File: src/rtl/usb_pkg.sv
// usb_pkg: shared USB link constants and types.
//   PID_* : 4-bit PID codes (wire byte is {~pid, pid})
//   SYNC_BYTE, CRC16_POLY, CRC16_INIT : framing and CRC constants
//   tx_state_t : transmit control FSM states
//   bit_rev8() : byte bit reversal, used to emit CRC x^15 first
package usb_pkg;

    localparam logic [3:0] PID_DATA0 = 4'b0011;
    localparam logic [3:0] PID_DATA1 = 4'b1011;
    localparam logic [3:0] PID_ACK   = 4'b0010;
    localparam logic [3:0] PID_NAK   = 4'b1010;
    localparam logic [3:0] PID_STALL = 4'b1110;

    localparam logic [7:0]  SYNC_BYTE  = 8'h80;
    localparam logic [15:0] CRC16_POLY = 16'h8005;
    localparam logic [15:0] CRC16_INIT = 16'hFFFF;

    typedef enum logic [3:0] {
        ST_IDLE,
        ST_SYNC,
        ST_PID,
        ST_LOAD,
        ST_DATA,
        ST_CRC_HI,
        ST_CRC_LO,
        ST_EOP_SE0,
        ST_EOP_J
    } tx_state_t;

    function automatic logic [7:0] bit_rev8(input logic [7:0] b);
        logic [7:0] r;
        for (int unsigned i = 0; i < 8; i++) begin
            r[i] = b[7 - i];
        end
        return r;
    endfunction

endpackage

File: src/rtl/usb_crc16.sv
// usb_crc16: serial CRC16 (poly 0x8005, init 0xFFFF), one bit per enabled cycle.
//   clk, n_rst : clock, asynchronous active-low reset
//   clear      : reload the initial value
//   bit_en     : absorb bit_in this cycle
//   bit_in     : data bit in wire order
//   crc_out    : running CRC register (uncomplemented, x^15 at bit 15)
module usb_crc16 (
    input  logic        clk,
    input  logic        n_rst,
    input  logic        clear,
    input  logic        bit_en,
    input  logic        bit_in,
    output logic [15:0] crc_out
);
    import usb_pkg::*;

    logic fb;
    assign fb = bit_in ^ crc_out[15];

    always_ff @(posedge clk or negedge n_rst) begin
        if (!n_rst) begin
            crc_out <= CRC16_INIT;
        end else if (clear) begin
            crc_out <= CRC16_INIT;
        end else if (bit_en) begin
            crc_out <= {crc_out[14:0], 1'b0} ^ (fb ? CRC16_POLY : '0);
        end
    end

endmodule

File: src/rtl/usb_tx_ctrl.sv
// usb_tx_ctrl: USB full-speed transmit control unit.
// Sends handshake (SYNC+PID+EOP) and data (SYNC+PID+payload+CRC16+EOP)
// packets, NRZI encoded, payload pulled from a show-ahead FIFO.
//   clk, n_rst        : clock, asynchronous active-low reset
//   tx_start, tx_pid  : send request (accepted in IDLE only) and PID code
//   tx_fifo_data/empty: FIFO head byte and empty flag; tx_fifo_rd pops
//   dplus_out/dminus_out : driven line pair (J = 1/0 at rest)
//   tx_busy, tx_done, tx_error : status
// Build option: define USB_TX_BIT_STUFF_EN to enable bit stuffing.
// CLKS_PER_BIT must be at least 2 (LOAD is evaluated one cycle before a strobe).
module usb_tx_ctrl
    import usb_pkg::*;
#(
    parameter int unsigned CLKS_PER_BIT = 4,
    parameter int unsigned MAX_BYTES    = 64
) (
    input  logic       clk,
    input  logic       n_rst,
    input  logic       tx_start,
    input  logic [3:0] tx_pid,
    input  logic [7:0] tx_fifo_data,
    input  logic       tx_fifo_empty,
    output logic       tx_fifo_rd,
    output logic       dplus_out,
    output logic       dminus_out,
    output logic       tx_busy,
    output logic       tx_done,
    output logic       tx_error
);

    localparam int unsigned TW = (CLKS_PER_BIT > 1) ? $clog2(CLKS_PER_BIT) : 1;
    localparam int unsigned BW = $clog2(MAX_BYTES + 1);
    localparam logic [TW-1:0] T_LAST = TW'(CLKS_PER_BIT - 1);
    localparam logic [TW-1:0] T_PRE  = TW'(CLKS_PER_BIT - 2);

    tx_state_t       state, state_n;
    logic [TW-1:0]   tmr, tmr_n;
    logic [2:0]      bit_idx, bit_idx_n;
    logic [7:0]      shreg, shreg_n;
    logic [BW-1:0]   byte_cnt, byte_cnt_n;
    logic [3:0]      pid_r, pid_n;
    logic            is_data, is_data_n;
    logic            lvl, lvl_n, lvl_base;
    logic            dp_n, dm_n, done_n, err_n;
    logic            crc_clr, crc_en;
    logic [15:0]     crc_out;
    logic            drv_en, drv_bit, new_byte;
    logic [7:0]      nb;
    logic            strobe, pre_strobe, stuff_pend;
    logic            pid_data, pid_hs, can_load;

    assign strobe     = (tmr == T_LAST);
    assign pre_strobe = (tmr == T_PRE);
    assign pid_data   = (tx_pid == PID_DATA0) || (tx_pid == PID_DATA1);
    assign pid_hs     = (tx_pid == PID_ACK) || (tx_pid == PID_NAK) || (tx_pid == PID_STALL);
    assign can_load   = !tx_fifo_empty && (byte_cnt < BW'(MAX_BYTES));
    assign tx_busy    = (state != ST_IDLE);

`ifdef USB_TX_BIT_STUFF_EN
    logic [2:0] ones, ones_n;
    assign stuff_pend = (ones == 3'd6);

    always_comb begin
        ones_n = ones;
        if (drv_en) begin
            // a new packet counts from zero regardless of the previous tail
            if (drv_bit) ones_n = ((state == ST_IDLE) ? 3'd0 : ones) + 3'd1;
            else         ones_n = '0;
        end
    end

    always_ff @(posedge clk or negedge n_rst) begin
        if (!n_rst) ones <= '0;
        else        ones <= ones_n;
    end
`else
    assign stuff_pend = 1'b0;
`endif

    usb_crc16 u_crc (
        .clk     (clk),
        .n_rst   (n_rst),
        .clear   (crc_clr),
        .bit_en  (crc_en),
        .bit_in  (drv_bit),
        .crc_out (crc_out)
    );

    always_comb begin
        state_n    = state;
        bit_idx_n  = bit_idx;
        shreg_n    = shreg;
        byte_cnt_n = byte_cnt;
        pid_n      = pid_r;
        is_data_n  = is_data;
        lvl_n      = lvl;
        lvl_base   = lvl;
        dp_n       = dplus_out;
        dm_n       = dminus_out;
        done_n     = 1'b0;
        err_n      = 1'b0;
        tx_fifo_rd = 1'b0;
        crc_clr    = 1'b0;
        crc_en     = 1'b0;
        drv_en     = 1'b0;
        drv_bit    = 1'b0;
        new_byte   = 1'b0;
        nb         = '0;

        if (state == ST_IDLE || strobe) tmr_n = '0;
        else                            tmr_n = tmr + TW'(1);

        case (state)
            ST_IDLE: begin
                if (tx_start) begin
                    if (pid_data || pid_hs) begin
                        state_n    = ST_SYNC;
                        pid_n      = tx_pid;
                        is_data_n  = pid_data;
                        byte_cnt_n = '0;
                        crc_clr    = 1'b1;
                        lvl_base   = 1'b1;
                        new_byte   = 1'b1;
                        nb         = SYNC_BYTE;
                    end else begin
                        err_n = 1'b1;
                    end
                end
            end

            ST_SYNC, ST_PID, ST_DATA, ST_CRC_HI, ST_CRC_LO: begin
                if (strobe) begin
                    if (stuff_pend) begin
                        // stuffed 0: no bit index or CRC advance
                        drv_en  = 1'b1;
                        drv_bit = 1'b0;
                    end else if (bit_idx != 3'd7) begin
                        bit_idx_n = bit_idx + 3'd1;
                        shreg_n   = {1'b0, shreg[7:1]};
                        drv_en    = 1'b1;
                        drv_bit   = shreg[1];
                        crc_en    = (state == ST_DATA);
                    end else begin
                        case (state)
                            ST_SYNC: begin
                                state_n  = ST_PID;
                                new_byte = 1'b1;
                                nb       = {~pid_r, pid_r};
                            end
                            ST_CRC_HI: begin
                                state_n  = ST_CRC_LO;
                                new_byte = 1'b1;
                                nb       = bit_rev8(~crc_out[7:0]);
                            end
                            default: begin
                                state_n   = ST_EOP_SE0;
                                bit_idx_n = '0;
                                dp_n      = 1'b0;
                                dm_n      = 1'b0;
                            end
                        endcase
                    end
                end else if (pre_strobe && bit_idx == 3'd7 && !stuff_pend &&
                             (state == ST_DATA || (state == ST_PID && is_data))) begin
                    // byte boundary decided during the last cycle of the final bit
                    state_n = ST_LOAD;
                end
            end

            // always occupies exactly the strobe cycle of the previous byte's last bit
            ST_LOAD: begin
                if (can_load) begin
                    tx_fifo_rd = 1'b1;
                    state_n    = ST_DATA;
                    byte_cnt_n = byte_cnt + BW'(1);
                    new_byte   = 1'b1;
                    nb         = tx_fifo_data;
                    crc_en     = 1'b1;
                end else begin
                    state_n  = ST_CRC_HI;
                    new_byte = 1'b1;
                    nb       = bit_rev8(~crc_out[15:8]);
                end
            end

            ST_EOP_SE0: begin
                if (strobe) begin
                    if (bit_idx == 3'd1) begin
                        state_n   = ST_EOP_J;
                        bit_idx_n = '0;
                        dp_n      = 1'b1;
                        dm_n      = 1'b0;
                    end else begin
                        bit_idx_n = 3'd1;
                    end
                end
            end

            ST_EOP_J: begin
                if (strobe) begin
                    state_n = ST_IDLE;
                    done_n  = 1'b1;
                end
            end

            default: state_n = ST_IDLE;
        endcase

        if (new_byte) begin
            shreg_n   = nb;
            bit_idx_n = '0;
            drv_en    = 1'b1;
            drv_bit   = nb[0];
        end

        if (drv_en) begin
            lvl_n = drv_bit ? lvl_base : ~lvl_base;
            dp_n  = lvl_n;
            dm_n  = ~lvl_n;
        end
    end

    always_ff @(posedge clk or negedge n_rst) begin
        if (!n_rst) begin
            state      <= ST_IDLE;
            tmr        <= '0;
            bit_idx    <= '0;
            shreg      <= '0;
            byte_cnt   <= '0;
            pid_r      <= '0;
            is_data    <= 1'b0;
            lvl        <= 1'b1;
            dplus_out  <= 1'b1;
            dminus_out <= 1'b0;
            tx_done    <= 1'b0;
            tx_error   <= 1'b0;
        end else begin
            state      <= state_n;
            tmr        <= tmr_n;
            bit_idx    <= bit_idx_n;
            shreg      <= shreg_n;
            byte_cnt   <= byte_cnt_n;
            pid_r      <= pid_n;
            is_data    <= is_data_n;
            lvl        <= lvl_n;
            dplus_out  <= dp_n;
            dminus_out <= dm_n;
            tx_done    <= done_n;
            tx_error   <= err_n;
        end
    end

endmodule

File: config.mk
export PLATFORM = sky130hd
export DESIGN_NAME = usb_tx_ctrl
export DESIGN_NICKNAME = d
export VERILOG_FILES = /design/src/rtl/usb_pkg.sv /design/src/rtl/usb_crc16.sv /design/src/rtl/usb_tx_ctrl.sv
export SDC_FILE = /design/constraint.sdc
export NUM_CORES = 1
export LEC_CHECK = 0
export CAP_MARGIN = 40
export CORE_MARGIN = 5
export CORE_UTILIZATION = 45
export CTS_CLUSTER_DIAMETER = 100
export DETAILED_ROUTE_END_ITERATION = 10
export GPL_TIMING_DRIVEN = 0
export HOLD_SLACK_MARGIN = 0.08
export PLACE_DENSITY = 0.74
export SYNTH_ARGS = -nofsm -noshare
export SYNTH_HDL_FRONTEND = slang
export SYNTH_SLANG_ARGS = --single-unit
File: constraint.sdc
create_clock -name clk -period 3.4 [get_ports clk]
set_input_delay 0.68 -clock clk [delete_from_list [all_inputs] [get_ports clk]]
set_output_delay 0.68 -clock clk [all_outputs]
set_load 0.02 [all_outputs]
# Yosys cells after proc, flatten, opt, wreduce, memory -nomap -nowiden
# Cells that the tools add are included.
# W data, S select, Z words.
word_totals:
  ff_bits: 50
  out_inout_bits: 6
  wordCells: 163
op_classes:
  addsub: 3
  n_lt_le_gt_ge: 1
  n_eq_ne: 34
  n_mux: 77
  bitwise: 7
  reduce_logical: 28
ops:
  columns: ["operator", "count"]
  rows:
  - ["$mux W8", 9]
  - ["$mux W16", 3]
  - ["$mux W1", 38]
  - ["$mux W4", 8]
  - ["$ne A3 B3 Y1 const B", 10]
  - ["$pmux W8 S3", 1]
  - ["$mux W7", 3]
  - ["$pmux W4 S5", 1]
  - ["$eq A4 B2 Y1 const B", 4]
  - ["$eq A4 B3 Y1 const B", 4]
  - ["$eq A4 B4 Y1 const B", 4]
  - ["$not A8 Y8", 2]
  - ["$pmux W8 S2", 1]
  - ["$xor A16 B16 Y16", 1]
  - ["$mux W3", 5]
  - ["$pmux W7 S2", 1]
  - ["$pmux W3 S2", 2]
  - ["$ne A2 B2 Y1 const B", 5]
  - ["$reduce_bool A2 Y1", 5]
  - ["$reduce_and A4 Y1", 2]
  - ["$add A7 B1 Y7 const B", 1]
  - ["$lt A7 B7 Y1 const B", 1]
  - ["$reduce_and A7 Y1", 1]
  - ["$logic_or A1 B1 Y1", 6]
  - ["other kinds (23)", 32]

# Depth between registers and ports, before layout
# Gate-level depths: netlist of the first run.
logic_depth:
  depth_word: 13
  depth_mapped: 8

# Cells and area by module
# From an unflattened synthesis of the first run, not the netlist that was laid out.
unflattened:
  cells_unflattened: 257
  hier_area_um2: 2657.5
modules_own_cells:
  columns: ["module", "instances", "cells_each", "area_each_um2", "seq_area_each_um2"]
  rows:
  - ["usb_tx_ctrl", 1, 201, 1930.6, 828.3]
  - ["usb_crc16", 1, 56, 726.9, 420.4]

# Worst setup path after synthesis of the first run
# OpenSTA, ideal clock, no wires.
synth_path:
  path_type: "reg-to-reg"
  from: "reg bit_idx[0]"
  to: "reg dminus_out"
  setup_ns: 0.125
  arrival_ns: 2.088
  slack_ns: 1.187
  path_stages_with_launch: 9
  cell_sequence: "dfrtp_1 > ha_1 > ha_1 > and3b_1 > and4b_4 > or3_1 > buf_4 > xnor2_2 > mux2_4"
synth_via:
  elab_chain_len: 8
  elab_cells_between_ends: 26
synth_lines:
  columns: ["element", "line", "rtl"]
  rows:
  - ["start, declared", "usb_tx_ctrl.sv:38", "logic [2:0] bit_idx, bit_idx_n;"]
  - ["start signal, assigned", "usb_tx_ctrl.sv:240", "bit_idx <= bit_idx_n;"]
  - ["branches (longest 8 deep; another with $reduce_and A6 Y1)", null, null]
  - ["end signal, assigned", "usb_tx_ctrl.sv:247", "dminus_out <= dm_n;"]
  - ["end, declared", "usb_tx_ctrl.sv:25", "output logic dminus_out,"]
# Several ways; the timed one is not identified.
# A chain may end at the register's enable or synchronous reset.

# Final worst setup path of the first run
layout_path:
  from: "in tx_fifo_empty"
  to: "out tx_fifo_rd"
layout_via:
  elab_chain_len: 4
layout_lines:
  columns: ["element", "line", "rtl"]
  rows:
  - ["start, declared", "usb_tx_ctrl.sv:22", "input logic tx_fifo_empty,"]
  - ["$logic_not A1 Y1", "usb_tx_ctrl.sv:56", "assign can_load = !tx_fifo_empty && (byte_cnt < BW'(MAX_BYTES));"]
  - ["$logic_and A1 B1 Y1", "usb_tx_ctrl.sv:56", null]
  - ["$mux W1", "usb_tx_ctrl.sv:172", "if (can_load) begin"]
  - ["$mux W1", "usb_tx_ctrl.sv:113", "case (state)"]
  - ["end, declared", "usb_tx_ctrl.sv:23", "output logic tx_fifo_rd,"]
# No other way between the ends.

==> results of run 1 <==
[Yosys cell counts, types with 3 or more instances]
cell / instances
ha_1: 6
a21o_1: 3
dfstp_2: 18
o21ai_0: 9
buf_2: 8
nor3_1: 4
a211oi_1: 4
clkbuf_1: 4
mux2i_1: 5
mux2_2: 3
nand3_1: 18
xor2_1: 3
nor2_1: 17
nand2_1: 52
a21oi_1: 11
dfrtp_1: 31
o211ai_1: 5
o22ai_1: 4
xnor2_1: 3
inv_1: 9
nor2b_1: 7
o21ai_1: 3
[worst max path at each step]
| stage | slack (ns) | from | depth (start not counted) | to |
|---|---|---|---|---|
| 6_report | 0.31 | tx_fifo_empty | 6 | tx_fifo_rd |
| 2_1_floorplan | 1.19 | bit_idx[0] | 8 | dminus_out |
| 5_1_grt | 0.21 | tx_fifo_empty | 6 | tx_fifo_rd |
| 3_5_place_dp | 0.30 | tx_fifo_empty | 6 | tx_fifo_rd |
| 3_3_place_gp | 0.25 | n_rst | 1 | bit_idx[1] |
| 4_1_cts | 0.30 | tx_fifo_empty | 6 | tx_fifo_rd |
[cell families (layout without fill, tap and decap cells)]
logic type	count (synthesis)	after routing	synth area share (%)
adder cells (fa/ha/maj)	7	7	3.026
multiplexers	11	11	4.450
AND/OR/NAND/NOR	123	123	22.79
AO/OA/AOI/OAI	66	66	17.71
XOR/XNOR	8	8	3.249
buffers and inverters	25	54	4.361
flip-flops	49	49	44.41
[area by class of cell]
cell class                 instances  share of cell area, %
buffer                            15                  2.645
clock buffer                       7                  2.684
inverter                          10                  1.167
multi-input combinational        215                  44.77
sequential                        49                  38.82
tap                               75                  2.917
timing repair buffer              22                  7.001
[sequential cells by signal, indices dropped and copies added (netlist names)]
name,cells
bit_idx,3
u_crc.crc_out,16
byte_cnt,7
state,4
tmr,2
lvl,1
tx_error,1
pid_r,4
is_data,1
dplus_out,1
dminus_out,1
shreg,7
tx_done,1
[worst max-delay path: stages]
cell	delay, ns
clkdlybuf4s50_1	0.45
nor2_1	0.19
nand2_2	0.11
inv_2	0.08
buf_2	0.25
clkdlybuf4s50_1	0.65
[power by group]
group,leakage [nW],total [mW],internal [mW],switching [mW]
Combinational,0.783,1.58,0.731,0.847
Clock,0.0443,0.351,0.162,0.189
Sequential,0.587,1.10,0.900,0.205
Total,1.41,3.03,1.79,1.24
[metrics by stage]
stage | power, mW | utilization (%)
finish | 3.034 | 53.70
global route | 3.266 | 53.70
CTS | 3.040 | 53.70
detailed placement | 2.686 | 52.26
global placement | 2.620 | 52.01
floorplan | 2.286 | -
[layer usage]
metal	share of wire, %	vias to the layer above	global-route usage, %
li1	-	1092	-
met1	47	1072	25.00
met2	45	57	27.60
met3	5.5	12	3.687
met4	1.7	0	5.954
met5	0	-	0
==> metrics.md, run 1 <==
| Metric | Value |
|---|---|
| Total CTS buffers | `5` |
| Post-CTS Setup Bufs | `0` |
| Overall routing resource usage | `17.82%` |
| GRT overflow | `0` |
| ANT cells | `0` |
| Clock sink count | `a little under 50` |
| Clock H-tree levels | `2` |
| Worst R2R End | `dminus_out` |
| DR vias | `2233` |
| Rows | `28` |
| Post-synth EDFFs | `0` |
| Largest net degree at the start of global routing | `36` |
| CTS Root Cell | `clkbuf_8` |
| Layout cells sized above 1 | `19.18%` |
| Nets | `340` |
| Setup WS pre-CTS | `0.3019 ns` |
| Setup TNS | `0 ns` |
| Yosys reg bits | `49` |
| Synth area leader | `dfrtp_1` |
| Crit path max fanout | `10` |
| Leakage | `1.415 nW` |
| Nature of the critical path startpoint | `input port` |
| Worst-path clk slew | `0.09 ns` |
| Port bufs | `21` |
| Fmax | `0.3231 GHz` |
| Netlist cell types | `between 70 and 80` |
| Hold-fix buffers, CTS | `0` |
| CTS resizes | `0` |
| Drt initial violations | `~140` |
| Flop2flop setup slack | `1.01 ns` |
| Final RePlAce weighted congestion | `0.9290` |
| Vias in the first global route | `2242` |
| CTS tree | `done` |
| Final period utilization | `around nine tenths` |
| Sequential area share after synthesis | `44.41%` |
| First-pass iteration count of the detailed router | `4` |
| Cells after Synth | `289` |
| Worst skew pair latency | `0.30 ns` |
| Final Max Tran Viols | `0` |
| Final setup margin | `approximately 0.3 ns` |
| Hpwl dp | `around 4800 um` |
| Outcome | `complete, no violations` |
| Most frequent cells in the layout | `nand2_1, dfrtp_1, clkdlybuf4s50_1` |
| Tightest Pin Transition | `0.6825 ns` |
| Max clock buf depth | `2` |
| Seq. cell area | `1249 um^2` |
| Post-Route WL | `6384 um` |
| Worst setup EP type | `output port` |
| Die Ht | `roughly 90 um` |
| Worst flop-to-flop path startpoint | `bit_idx[0]` |
| Crit path DAT | `2.41 ns` |
| Core area | `5991 um^2` |
| Final min period | `3.095 ns` |
| Worst EP required | `2.72 ns` |
| Final std cells w/o fill | `around 400` |
| Average vias per placed instance | `5.682` |
| Maximum vdd drop | `0.4165 mV` |
| Global-route wire length before repair | `about 11000 um` |
| Initial Utilization | `46.93%` |
| Mapped Area | `2811 um^2` |
| Final Cell Area | `3217 um^2` |
| Average routed wire per standard cell | `between 15 and 20 um` |
| Leading cell type in the layout, fill and taps excluded | `nand2_1` |
| IO Count | `22` |
| DRC viols | `0` |
| Worst hold path type | `in2async` |
| Worst Clk Skew | `just under 0.007 ns` |
| Final setup violation count | `0` |
| Slew headroom | `54.19%` |
| Synthesized area per cell | `9.728 um^2` |
| Max-cap violations | `0` |
| Routed Antenna Nets | `0` |
| Primary FF master, synth | `dfrtp_1` |
| Initial antenna violation count | `0` |
| Die area | `7928 um^2` |
| R2R cell count | `8` |
| Leading post-synthesis cells by cell area | `dfrtp_1, dfstp_2, nand2_1` |
| Post-synth ARST share | `100.0%` |
| Syn Nets | `~310` |
| P&R area growth vs syn | `14.42%` |
| Unrepaired setup endpoints after global routing | `false` |
| Multi-input combinational cell area | `about 1400 um^2` |
| Fill count | `540` |
| Synth Warn # | `0` |
| Placed inst area | `3131 um^2` |
| Final Hold Vio Count | `0` |
| Hold WS | `0.2761 ns` |
| Share of the synthesized area in the top cell type | `between 20% and 30%` |
| CP Class | `in2out` |
| Die X | `roughly 89 um` |
| Placed cells | `a little under 400` |
| Power Dens Cells | `943.2 nW/um^2` |
Power figures use the tool's default switching activity.
==> run 2: changes to the inputs <==
HOLD_SLACK_MARGIN = 0.12   (was 0.08)
==> results of run 2 <==
The final DEF is identical to that of run 1; final timing and power are the same.
==> run 3: changes to the inputs <==
CTS_CLUSTER_DIAMETER = not set   (was 100)
==> results of run 3 <==
The final DEF is identical to that of run 1; final timing and power are the same.
